File: src/rtl/change_return_sequencer_if.sv
// Return-trigger, balance and coin-dispenser signals of the change return sequencer.
// master drives the trigger, live balance and dispenser ready; slave is the sequencer.
interface change_return_sequencer_if #(
  parameter int TOTAL_BITS = 31
);
  logic                  trigger_return;
  logic [TOTAL_BITS-1:0] current_total;
  logic                  coin_ready;
  logic                  coin_valid;
  logic [2:0]            coin_sel;
  logic                  clear_total;
  logic                  busy;
  logic                  done;
  logic [TOTAL_BITS-1:0] remaining;
  logic [TOTAL_BITS-1:0] dispensed;

  modport master (
    output trigger_return, current_total, coin_ready,
    input  coin_valid, coin_sel, clear_total, busy, done, remaining, dispensed
  );

  modport slave (
    input  trigger_return, current_total, coin_ready,
    output coin_valid, coin_sel, clear_total, busy, done, remaining, dispensed
  );
endinterface

File: src/rtl/change_return_sequencer.sv
// Arms on a held return request, snapshots/clears the balance, dispenses 1000/500/100 coins largest-first.
// All outputs registered; first coin valid the cycle after arm; coin_sel/remaining hold while coin_ready is low.
module change_return_sequencer #(
  parameter int TOTAL_BITS  = 31,
  parameter int HOLD_CYCLES = 3,
  parameter int CNT_BITS    = 4
) (
  input logic                      clk,
  input logic                      reset_n,
  change_return_sequencer_if.slave bus
);
  localparam logic [TOTAL_BITS-1:0] COIN_100  = TOTAL_BITS'(100);
  localparam logic [TOTAL_BITS-1:0] COIN_500  = TOTAL_BITS'(500);
  localparam logic [TOTAL_BITS-1:0] COIN_1000 = TOTAL_BITS'(1000);
  localparam logic [CNT_BITS-1:0]   HOLD_LAST = CNT_BITS'(HOLD_CYCLES - 1);

  typedef enum logic [1:0] {IDLE, DISPENSE, DONE, WAIT_REL} state_t;

  state_t                state;
  logic [CNT_BITS-1:0]   hold_cnt;
  logic                  coin_valid_q;
  logic [2:0]            coin_sel_q;
  logic                  clear_q;
  logic                  busy_q;
  logic                  done_q;
  logic [TOTAL_BITS-1:0] remaining_q;
  logic [TOTAL_BITS-1:0] dispensed_q;
  logic [TOTAL_BITS-1:0] coin_amt;
  logic [TOTAL_BITS-1:0] rem_after;

  function automatic logic [2:0] pick_coin(input logic [TOTAL_BITS-1:0] amt);
    if (amt >= COIN_1000)     return 3'b100;
    else if (amt >= COIN_500) return 3'b010;
    else if (amt >= COIN_100) return 3'b001;
    else                      return 3'b000;
  endfunction

  always_comb begin
    coin_amt = '0;
    case (coin_sel_q)
      3'b100:  coin_amt = COIN_1000;
      3'b010:  coin_amt = COIN_500;
      3'b001:  coin_amt = COIN_100;
      default: coin_amt = '0;
    endcase
    rem_after = remaining_q - coin_amt;
  end

  always_ff @(posedge clk or negedge reset_n) begin
    if (!reset_n) begin
      state        <= IDLE;
      hold_cnt     <= '0;
      coin_valid_q <= 1'b0;
      coin_sel_q   <= 3'b000;
      clear_q      <= 1'b0;
      busy_q       <= 1'b0;
      done_q       <= 1'b0;
      remaining_q  <= '0;
      dispensed_q  <= '0;
    end else begin
      clear_q <= 1'b0;
      done_q  <= 1'b0;
      case (state)
        IDLE: begin
          if (!bus.trigger_return) begin
            hold_cnt <= '0;
          end else if (hold_cnt != HOLD_LAST) begin
            hold_cnt <= hold_cnt + 1'b1;
          end else begin
            // Arm: hold_cnt stays saturated until the trigger is released in WAIT_REL.
            remaining_q <= bus.current_total;
            dispensed_q <= '0;
            clear_q     <= 1'b1;
            busy_q      <= 1'b1;
            if (bus.current_total >= COIN_100) begin
              state        <= DISPENSE;
              coin_valid_q <= 1'b1;
              coin_sel_q   <= pick_coin(bus.current_total);
            end else begin
              state  <= DONE;
              done_q <= 1'b1;
            end
          end
        end
        DISPENSE: begin
          if (bus.coin_ready) begin
            remaining_q <= rem_after;
            dispensed_q <= dispensed_q + coin_amt;
            if (rem_after < COIN_100) begin
              state        <= DONE;
              coin_valid_q <= 1'b0;
              coin_sel_q   <= 3'b000;
              done_q       <= 1'b1;
            end else begin
              coin_sel_q <= pick_coin(rem_after);
            end
          end
        end
        DONE: begin
          state  <= WAIT_REL;
          busy_q <= 1'b0;
        end
        WAIT_REL: begin
          if (!bus.trigger_return) begin
            state    <= IDLE;
            hold_cnt <= '0;
          end
        end
        default: state <= IDLE;
      endcase
    end
  end

  assign bus.coin_valid  = coin_valid_q;
  assign bus.coin_sel    = coin_sel_q;
  assign bus.clear_total = clear_q;
  assign bus.busy        = busy_q;
  assign bus.done        = done_q;
  assign bus.remaining   = remaining_q;
  assign bus.dispensed   = dispensed_q;
endmodule

File: src/flat_wrapper.sv
// flat-port wrapper written by rule: the top's interface ports become plain ports
module change_return_sequencer_flat 
#(
  parameter int TOTAL_BITS  = 31,
  parameter int HOLD_CYCLES = 3,
  parameter int CNT_BITS    = 4
)
  (clk, reset_n, bus_trigger_return, bus_current_total, bus_coin_ready, bus_coin_valid, bus_coin_sel, bus_clear_total, bus_busy, bus_done, bus_remaining, bus_dispensed);
  change_return_sequencer_if #(.TOTAL_BITS(TOTAL_BITS)) bus_i ();
  input logic clk;
  input logic reset_n;
  input wire logic [$bits(bus_i.trigger_return)-1:0] bus_trigger_return;
  input wire logic [$bits(bus_i.current_total)-1:0] bus_current_total;
  input wire logic [$bits(bus_i.coin_ready)-1:0] bus_coin_ready;
  output wire logic [$bits(bus_i.coin_valid)-1:0] bus_coin_valid;
  output wire logic [$bits(bus_i.coin_sel)-1:0] bus_coin_sel;
  output wire logic [$bits(bus_i.clear_total)-1:0] bus_clear_total;
  output wire logic [$bits(bus_i.busy)-1:0] bus_busy;
  output wire logic [$bits(bus_i.done)-1:0] bus_done;
  output wire logic [$bits(bus_i.remaining)-1:0] bus_remaining;
  output wire logic [$bits(bus_i.dispensed)-1:0] bus_dispensed;
  assign bus_i.trigger_return = bus_trigger_return;
  assign bus_i.current_total = bus_current_total;
  assign bus_i.coin_ready = bus_coin_ready;
  assign bus_coin_valid = bus_i.coin_valid;
  assign bus_coin_sel = bus_i.coin_sel;
  assign bus_clear_total = bus_i.clear_total;
  assign bus_busy = bus_i.busy;
  assign bus_done = bus_i.done;
  assign bus_remaining = bus_i.remaining;
  assign bus_dispensed = bus_i.dispensed;
  change_return_sequencer #(.TOTAL_BITS(TOTAL_BITS), .HOLD_CYCLES(HOLD_CYCLES), .CNT_BITS(CNT_BITS)) u_core (.clk(clk), .reset_n(reset_n), .bus(bus_i));
endmodule
File: config.mk
export PLATFORM = sky130hd
export DESIGN_NAME = change_return_sequencer_flat
export DESIGN_NICKNAME = d
export VERILOG_FILES = /design/src/rtl/change_return_sequencer_if.sv /design/src/rtl/change_return_sequencer.sv /design/src/flat_wrapper.sv
export SDC_FILE = /design/constraint.sdc
export NUM_CORES = 1
export LEC_CHECK = 0
export CAP_MARGIN = 25
export CORE_MARGIN = 10
export CORE_UTILIZATION = 50
export DETAILED_ROUTE_END_ITERATION = 16
export PLACE_DENSITY = 0.79
export RECOVER_POWER = 100
export SYNTH_ARGS = -nofsm -noshare
export SYNTH_HDL_FRONTEND = slang
export SYNTH_SLANG_ARGS = --single-unit
File: constraint.sdc
create_clock -name clk -period 5 [get_ports clk]
set_clock_uncertainty 0.1 [all_clocks]
set_input_delay 1 -clock clk [delete_from_list [all_inputs] [get_ports clk]]
set_output_delay 1 -clock clk [all_outputs]
set_load 0.1 [all_outputs]
==> metrics.csv, run 1 <==
stage,metric,value,unit
outcome,outcome,"finished, violations left",
outcome,failing checks,"capacitance limit, slew limit",
clocking,maximum number of buffers from clock root to sink,2,
synth,cell type with the largest total area after synthesis,sky130_fd_sc_hd__dfrtp_1,
drt,post-detailed-route via-to-cell ratio,5.94,
synth,number of different library cells in the post-synthesis netlist,66,
flow_run,reported max-cap violation count,2,
timing,number of slew-limit violations in the final report,117,
clocking,clock sinks,73,
layout,"commonest non-fill, non-tap cells in the layout","73 x sky130_fd_sc_hd__dfrtp_1, 68 x sky130_fd_sc_hd__dlygate4sd3_1, 59 x sky130_fd_sc_hd__nand2_1",
timing,Rel. slew slack,-1.17,
critical_path,kind of cell adding the most delay to the critical path,simple AND/OR/NAND/NOR gates,
layout,antenna cell count,0,
layout,share of the core filled with cells,0.641,
critical_path,sort of element at the end of the critical path,register,
global_routing,antenna violations before repair,0,
layout,"most common cell after layout, fill and taps aside",sky130_fd_sc_hd__dfrtp_1,
clocking,Inserted Clock Buffers,9,
synth,share of synthesized registers carrying an async set or reset,1.00,
synth,Synth Instances,563,
hold_path,worst min-delay path category,in2async,
layout,number of nets at the end of the flow,720,
timing,maximum operating frequency,0.239,GHz
layout,fraction of final layout cells with drive strength greater than 1,0.0556,
global_routing,global-route usage over all layers,0.206,
clocking,H-tree lvl count,3,
critical_path,"Data arrival, critical path",4.37,ns
drt,number of vias in the routed layout,4745,
placed_design,placed cell areas,6050,µm²
synth,Most used DFF post-synth,sky130_fd_sc_hd__dfrtp_1,
drt,starting DRC count in detailed routing,387,
timing,final setup violation count,0,
clocking,CTS-repair resized insts,0,
critical_path,CP Cell Sequence,nor2_1 > nand2_1 > inv_1 > nor2_1 > ha_1 > a211oi_2 > o21ai_0 > nor3_1 > a41o_1 > nand4_1 > o31ai_4 > mux2i_1,
drt,drt pass-1 iters,5,
drt,detail-routed net length per standard cell,18.5,µm
synth,proportion of synthesized chip area in sequential cells,0.372,
drt,wire length reported by the detailed router,14800,µm
synth,number of enable flip-flop cells after synthesis,0,
placed_design,setup slack at placement,1.19,ns
placed_design,total of buffers placed on input and output ports,101,
die,I/O pins,104,
synth,"top cells by area, synth","sky130_fd_sc_hd__dfrtp_1 37%, sky130_fd_sc_hd__ha_1 5.6%, sky130_fd_sc_hd__o21ai_0 4.9%, sky130_fd_sc_hd__nand2_1 4.5%, sky130_fd_sc_hd__nor2_1 3.9%",
critical_path,critical-path cell with the highest stage delay,sky130_fd_sc_hd__nor3_1,
synth,number of warnings issued by yosys,0,
timing,"Hold Vio Cnt, Final",0,
critical_path,sum of buffers and inverters on the critical path,1,
critical_path,startpoint-to-endpoint class of the critical path,reg2reg,
critical_path,largest fanout on the critical path,8,
timing,Fin Setup TNS,0,ns
timing,clock period minus worst slack,4.19,ns
power,cell area power density,699,nW/µm²
die,Die X-Extent,119,µm
clocking,clock latency reported for the late side of the worst-skew pair,0.36,ns
global_routing,largest net degree at the start of global routing,74,
timing,setup repair after global routing missed its margin,no,
die,Initial Util,0.508,
global_routing,leftover overflow at the end of global routing,0,
layout,Finished Cell Area,6210,µm²
critical_path,CP dominant cell by count,sky130_fd_sc_hd__nor2_1,
critical_path,CP startpoint kind,register,
drt,DRC errors left,0,
clocking,root buffer cell,sky130_fd_sc_hd__clkbuf_8,
critical_path,CP max stage delay,0.72,ns
layout,area grow syn2layout,26.3,%
power,Pleak,2.68,nW
synth,flip-flop and latch count after synthesis,73,
critical_path,"Data required, critical path",5.18,ns
timing,Final period util,0.838,
die,number of rows created at floorplan,36,
global_routing,wire length of the first global-routing pass,24500,µm
placed_design,global placer's final weighted congestion,0.909,
die,overall die height,119,µm
timing,min setup slack post-route,0.808,ns
clocking,"Reg clk slew, reported paths",0.09,ns
synth,area fraction of the dominant cell type after synthesis,0.372,
die,full die area,14200,µm²
synth,average instance area after synthesis,8.73,µm²
critical_path,flop-to-flop setup slack,0.81,ns
die,core footprint,9680,µm²
power,highest ir drop seen on vdd,626,µV
clocking,clock tree from TritonCTS,yes,
synth,combined area of all synthesized cells,4920,µm²
clocking,number of buffers inserted by hold repair at cts,0,
global_routing,vias in the first global route,4821,
timing,Worst Tran Pin Value,3.26,ns
drt,residual antenna-violating net count after detailed routing,0,
placed_design,Post-DP HPWL,11100,µm
clocking,buffer count from post-CTS setup fixing,0,
logic make-up after synthesis:
group                    synth area share
AO/OA/AOI/OAI                       0.212
multiplexers                       0.0130
flip-flops                          0.372
other                            0.000763
AND/OR/NAND/NOR                     0.243
XOR/XNOR                           0.0588
buffers and inverters              0.0361
adder cells (fa/ha/maj)            0.0641
final cells by class:
| class | instances | area, µm² |
|---|---|---|
| Sequential cell | 73 | 1830 |
| Clock inverter | 7 | 60.1 |
| Fill cell | 832 | 3470 |
| Tap cell | 133 | 166 |
| Multi-Input combinational cell | 447 | 2900 |
| Clock buffer | 9 | 124 |
| Inverter | 22 | 82.6 |
| Timing Repair Buffer | 108 | 1050 |
cell usage after synthesis (all sizes together) (4+ instances only):
library cell  instances
dfrtp                73
nand2                59
o21ai                53
nor2                 52
a21oi                34
nor3                 25
ha                   22
inv                  22
xor2                 21
clkbuf               14
nor4                 13
nand3                12
nor3b                12
xnor2                12
nand4                10
o211ai                9
buf                   8
a211oi                7
a21o                  7
and3                  7
nand2b                7
or3                   7
a22oi                 5
a221o                 4
and4                  4
stage by stage:
step	cells	power, mW	hold slack, ns
3_5_place_dp	782	3.95	0.402
3_3_place_gp	782	3.91	0.391
2_1_floorplan	564	3.21	0.438
4_1_cts	798	4.42	0.429
5_1_grt	799	4.59	0.298
6_report	799	4.34	0.302
routing by layer:
layer,track usage,vias up,part of all wire
met2,0.336,169,0.47
met1,0.261,2292,0.44
li1,-,2267,-
met4,0.0626,0,0.015
met5,0,-,0
met3,0.0524,17,0.069
where the power goes:
| part | switching (mW) | leakage, nW | internal, mW |
|---|---|---|---|
| Clock | 0.266 | 0.0848 | 0.189 |
| Sequential | 0.238 | 0.946 | 0.768 |
| Combinational | 2.11 | 1.65 | 0.771 |
final timing paths:
path	start	depth (start not counted)	to
max	u_core.bus.coin_sel[0]	12	u_core.state[0]
max reg2reg	u_core.bus.coin_sel[0]	12	u_core.state[0]
min in group clk	u_core.bus.busy	2	u_core.bus.busy
min reg2reg	u_core.bus.busy	2	u_core.bus.busy
min	reset_n	1	u_core.hold_cnt[2]
max in group asynchronous	reset_n	2	u_core.bus.dispensed[4]
state kept, by name, summed over array words and instances (netlist names):
name	count
u_core.bus.coin_sel	3
u_core.bus.clear_total	1
u_core.bus.coin_valid	1
u_core.state	2
u_core.bus.done	1
u_core.hold_cnt	4
u_core.bus.remaining	31
u_core.bus.busy	1
u_core.bus.dispensed	29
(Power assumes the default switching activity.)
==> run 2: changes to the inputs <==
CORE_UTILIZATION = 47   (was 50)
PLACE_DENSITY = 0.78   (was 0.79)
clock period = 3.5 ns   (was 5 ns; I/O delays follow)
==> run 2 against run 1 <==
Against the previous run: the run still ends with capacitance limit, slew limit left; register-to-register slack got worse by 0.75 ns; total power rose by 45%; combinational power is 43% higher; clock power rose by 57%; via count increased by 3.0%; sequential share of layout area increased by 0.66 points; final cell count is 2.3% higher; flip-flop and latch count unchanged; non-clock buffer count rose by 16; cell area shrank 1.5%; worst hold slack improved by 0.11 ns; critical path type unchanged.
==> metrics.csv, run 2 (same netlist as run 1, synthesis figures left out) <==
stage,metric,value,unit,change
timing,min setup slack post-route,0.0544,ns,was 0.808 ns
placed_design,placed cell areas,5980,µm²,was 6050 µm²
outcome,failing checks,"capacitance limit, slew limit",,unchanged
critical_path,"Data arrival, critical path",3.57,ns,was 4.37 ns
timing,number of slew-limit violations in the final report,74,,was 117
die,I/O pins,104,,unchanged
layout,"most common cell after layout, fill and taps aside",sky130_fd_sc_hd__clkbuf_1,,was sky130_fd_sc_hd__dfrtp_1
critical_path,endpoint of the worst-slack reg-to-reg timing path,u_core.bus.done,,was u_core.state[0]
layout,area grow syn2layout,24.5,%,was 26.3%
clocking,"Reg clk slew, reported paths",0.08,ns,was 0.09 ns
drt,DRC errors left,0,,unchanged
drt,residual antenna-violating net count after detailed routing,0,,unchanged
clocking,clock latency reported for the late side of the worst-skew pair,0.35,ns,was 0.36 ns
clocking,Inserted Clock Buffers,9,,unchanged
layout,fill cell instance count of the final layout,943,,was 832
hold_path,worst min-delay path category,reg2reg,,was in2async
global_routing,vias in the first global route,4900,,was 4821
layout,Finished Cell Area,6120,µm²,was 6210 µm²
die,full die area,15000,µm²,was 14200 µm²
layout,"commonest non-fill, non-tap cells in the layout","69 x sky130_fd_sc_hd__clkbuf_1, 68 x sky130_fd_sc_hd__dfrtp_1, 58 x sky130_fd_sc_hd__nand2_1",,"was 73 x sky130_fd_sc_hd__dfrtp_1, 68 x sky130_fd_sc_hd__dlygate4sd3_1, 59 x sky130_fd_sc_hd__nand2_1"
die,overall die height,122,µm,was 119 µm
layout,number of nets at the end of the flow,736,,was 720
layout,fraction of final layout cells with drive strength greater than 1,0.125,,was 0.0556
layout,share of the core filled with cells,0.595,,was 0.641
clocking,clock tree from TritonCTS,yes,,unchanged
flow_run,reported max-cap violation count,1,,was 2
timing,Worst Tran Pin Value,1.80,ns,was 3.26 ns
layout,antenna cell count,0,,unchanged
clocking,H-tree lvl count,3,,unchanged
timing,Final period util,0.984,,was 0.838
die,Die X-Extent,122,µm,was 119 µm
layout,number of flip-flops in the largest register,31,,unchanged
timing,final hold slack,0.410,ns,was 0.302 ns
die,Initial Util,0.478,,was 0.508
placed_design,total of buffers placed on input and output ports,101,,unchanged
power,highest ir drop seen on vdd,758,µV,was 626 µV
power,Pleak,2.48,nW,was 2.68 nW
timing,Fin Setup TNS,0,ns,unchanged
critical_path,"Data required, critical path",3.63,ns,was 5.18 ns
global_routing,global-route usage over all layers,0.197,,was 0.206
clocking,clock sinks,73,,unchanged
die,core footprint,10300,µm²,was 9680 µm²
die,number of rows created at floorplan,37,,was 36
timing,Rel. slew slack,-0.202,,was -1.17
timing,clock period minus worst slack,3.45,ns,was 4.19 ns
placed_design,Post-DP HPWL,11500,µm,was 11100 µm
clocking,maximum number of buffers from clock root to sink,2,,unchanged
critical_path,largest fanout on the critical path,5,,was 8
drt,wire length reported by the detailed router,15500,µm,was 14800 µm
drt,post-detailed-route via-to-cell ratio,5.98,,was 5.94
critical_path,worst reg2reg startpoint,u_core.bus.coin_sel[0],,unchanged
drt,starting DRC count in detailed routing,549,,was 387
critical_path,flop-to-flop setup slack,0.05,ns,was 0.81 ns
critical_path,sort of element at the end of the critical path,register,,unchanged
power,cell area power density,1030,nW/µm²,was 699 nW/µm²
placed_design,global placer's final weighted congestion,1.03,,was 0.909
critical_path,startpoint-to-endpoint class of the critical path,reg2reg,,unchanged
global_routing,antenna violations before repair,0,,unchanged
drt,drt pass-1 iters,6,,was 5
hold_path,worst hold path depth,1,,
hold_path,worst hold path startpoint,u_core.bus.remaining[0],,
timing,"Hold Vio Cnt, Final",0,,unchanged
placed_design,setup slack at placement,0.0306,ns,was 1.19 ns
global_routing,largest net degree at the start of global routing,74,,unchanged
drt,number of vias in the routed layout,4888,,was 4745
critical_path,CP startpoint kind,register,,unchanged
global_routing,wire length of the first global-routing pass,24100,µm,was 24500 µm
clocking,root buffer cell,sky130_fd_sc_hd__clkbuf_8,,unchanged
outcome,outcome,"finished, violations left",,unchanged
critical_path,path depth of the worst reg2reg path,13,,was 12
drt,detail-routed net length per standard cell,18.9,µm,was 18.5 µm
timing,maximum operating frequency,0.290,GHz,was 0.239 GHz
global_routing,leftover overflow at the end of global routing,0,,unchanged
timing,final setup violation count,0,,unchanged
hold_path,end point of the worst hold path,u_core.bus.remaining[0],,
run 2: cell types whose count changed in the layout (fill, tap and decap cells not counted), sizes merged:
cell,previous run,this run
buf,4,20
bufinv,0,2
clkbuf,12,80
clkinv,0,4
clkinvlp,3,0
dlygate4sd3,68,1
dlymetal6s4s,1,0
inv,26,22
run 2: worst max-delay path: stages, from the launching register on:
cell and delay, ns:
sky130_fd_sc_hd__dfrtp_4 0.53, sky130_fd_sc_hd__xnor2_4 0.22, sky130_fd_sc_hd__nor2_2 0.07, sky130_fd_sc_hd__ha_2 0.19, sky130_fd_sc_hd__fa_2 0.41, sky130_fd_sc_hd__nand2b_4 0.17
sky130_fd_sc_hd__a211oi_4 0.24, sky130_fd_sc_hd__buf_6 0.15, sky130_fd_sc_hd__nor4_2 0.05, sky130_fd_sc_hd__xnor2_1 0.24, sky130_fd_sc_hd__and4_4 0.28, sky130_fd_sc_hd__nand4_4 0.17
sky130_fd_sc_hd__buf_4 0.20, sky130_fd_sc_hd__o31ai_1 0.32
run 2: timing repair:
action	4_1_cts	5_1_grt
hold buffers	0	0
resized for setup	0	30
hold endpoints to repair	0	0
endpoints found under the setup margin	0	7
buffers inserted	0	8
run 2: through the flow:
stage	instances	power (mW)
2_1_floorplan	564	4.59
3_3_place_gp	794	5.55
3_5_place_dp	794	5.63
4_1_cts	809	6.36
5_1_grt	817	6.67
6_report	817	6.31
run 2: routing by layer:
| layer | GRT usage | share of wire | up-vias |
|---|---|---|---|
| met1 | 0.247 | 0.42 | 2328 |
| li1 | - | - | 2293 |
| met4 | 0.0538 | 0.023 | 0 |
| met2 | 0.332 | 0.48 | 226 |
| met5 | 0 | 0 | - |
| met3 | 0.0482 | 0.074 | 41 |
run 2: layout make-up:
class | instances | area [µm²] | area share
Tap cell | 136 | 170 | 0.0278
Timing Repair Buffer | 124 | 751 | 0.123
Inverter | 22 | 82.6 | 0.0135
Multi-Input combinational cell | 447 | 3070 | 0.501
Clock inverter | 6 | 83.8 | 0.0137
Sequential cell | 73 | 1840 | 0.301
Clock buffer | 9 | 124 | 0.0202
run 2: report_power, final:
group | internal [mW] | switching, mW | total, mW
clock | 0.395 | 0.320 | 0.715
combinational | 1.01 | 3.11 | 4.11
sequential | 1.10 | 0.381 | 1.48
run 2: how the worst max path moves through the flow:
| stage | startpoint | to | cells after the start |
|---|---|---|---|
| CTS | u_core.bus.coin_sel[1] | u_core.bus.coin_sel[1] | 12 |
| global route | u_core.bus.coin_sel[0] | u_core.state[0] | 13 |
| detailed placement | u_core.bus.coin_sel[1] | u_core.bus.coin_sel[1] | 13 |
| finish | u_core.bus.coin_sel[0] | u_core.bus.done | 13 |
| global placement | u_core.bus.coin_sel[1] | u_core.bus.coin_sel[1] | 12 |
| floorplan | u_core.bus.coin_sel[1] | u_core.bus.coin_sel[0] | 12 |
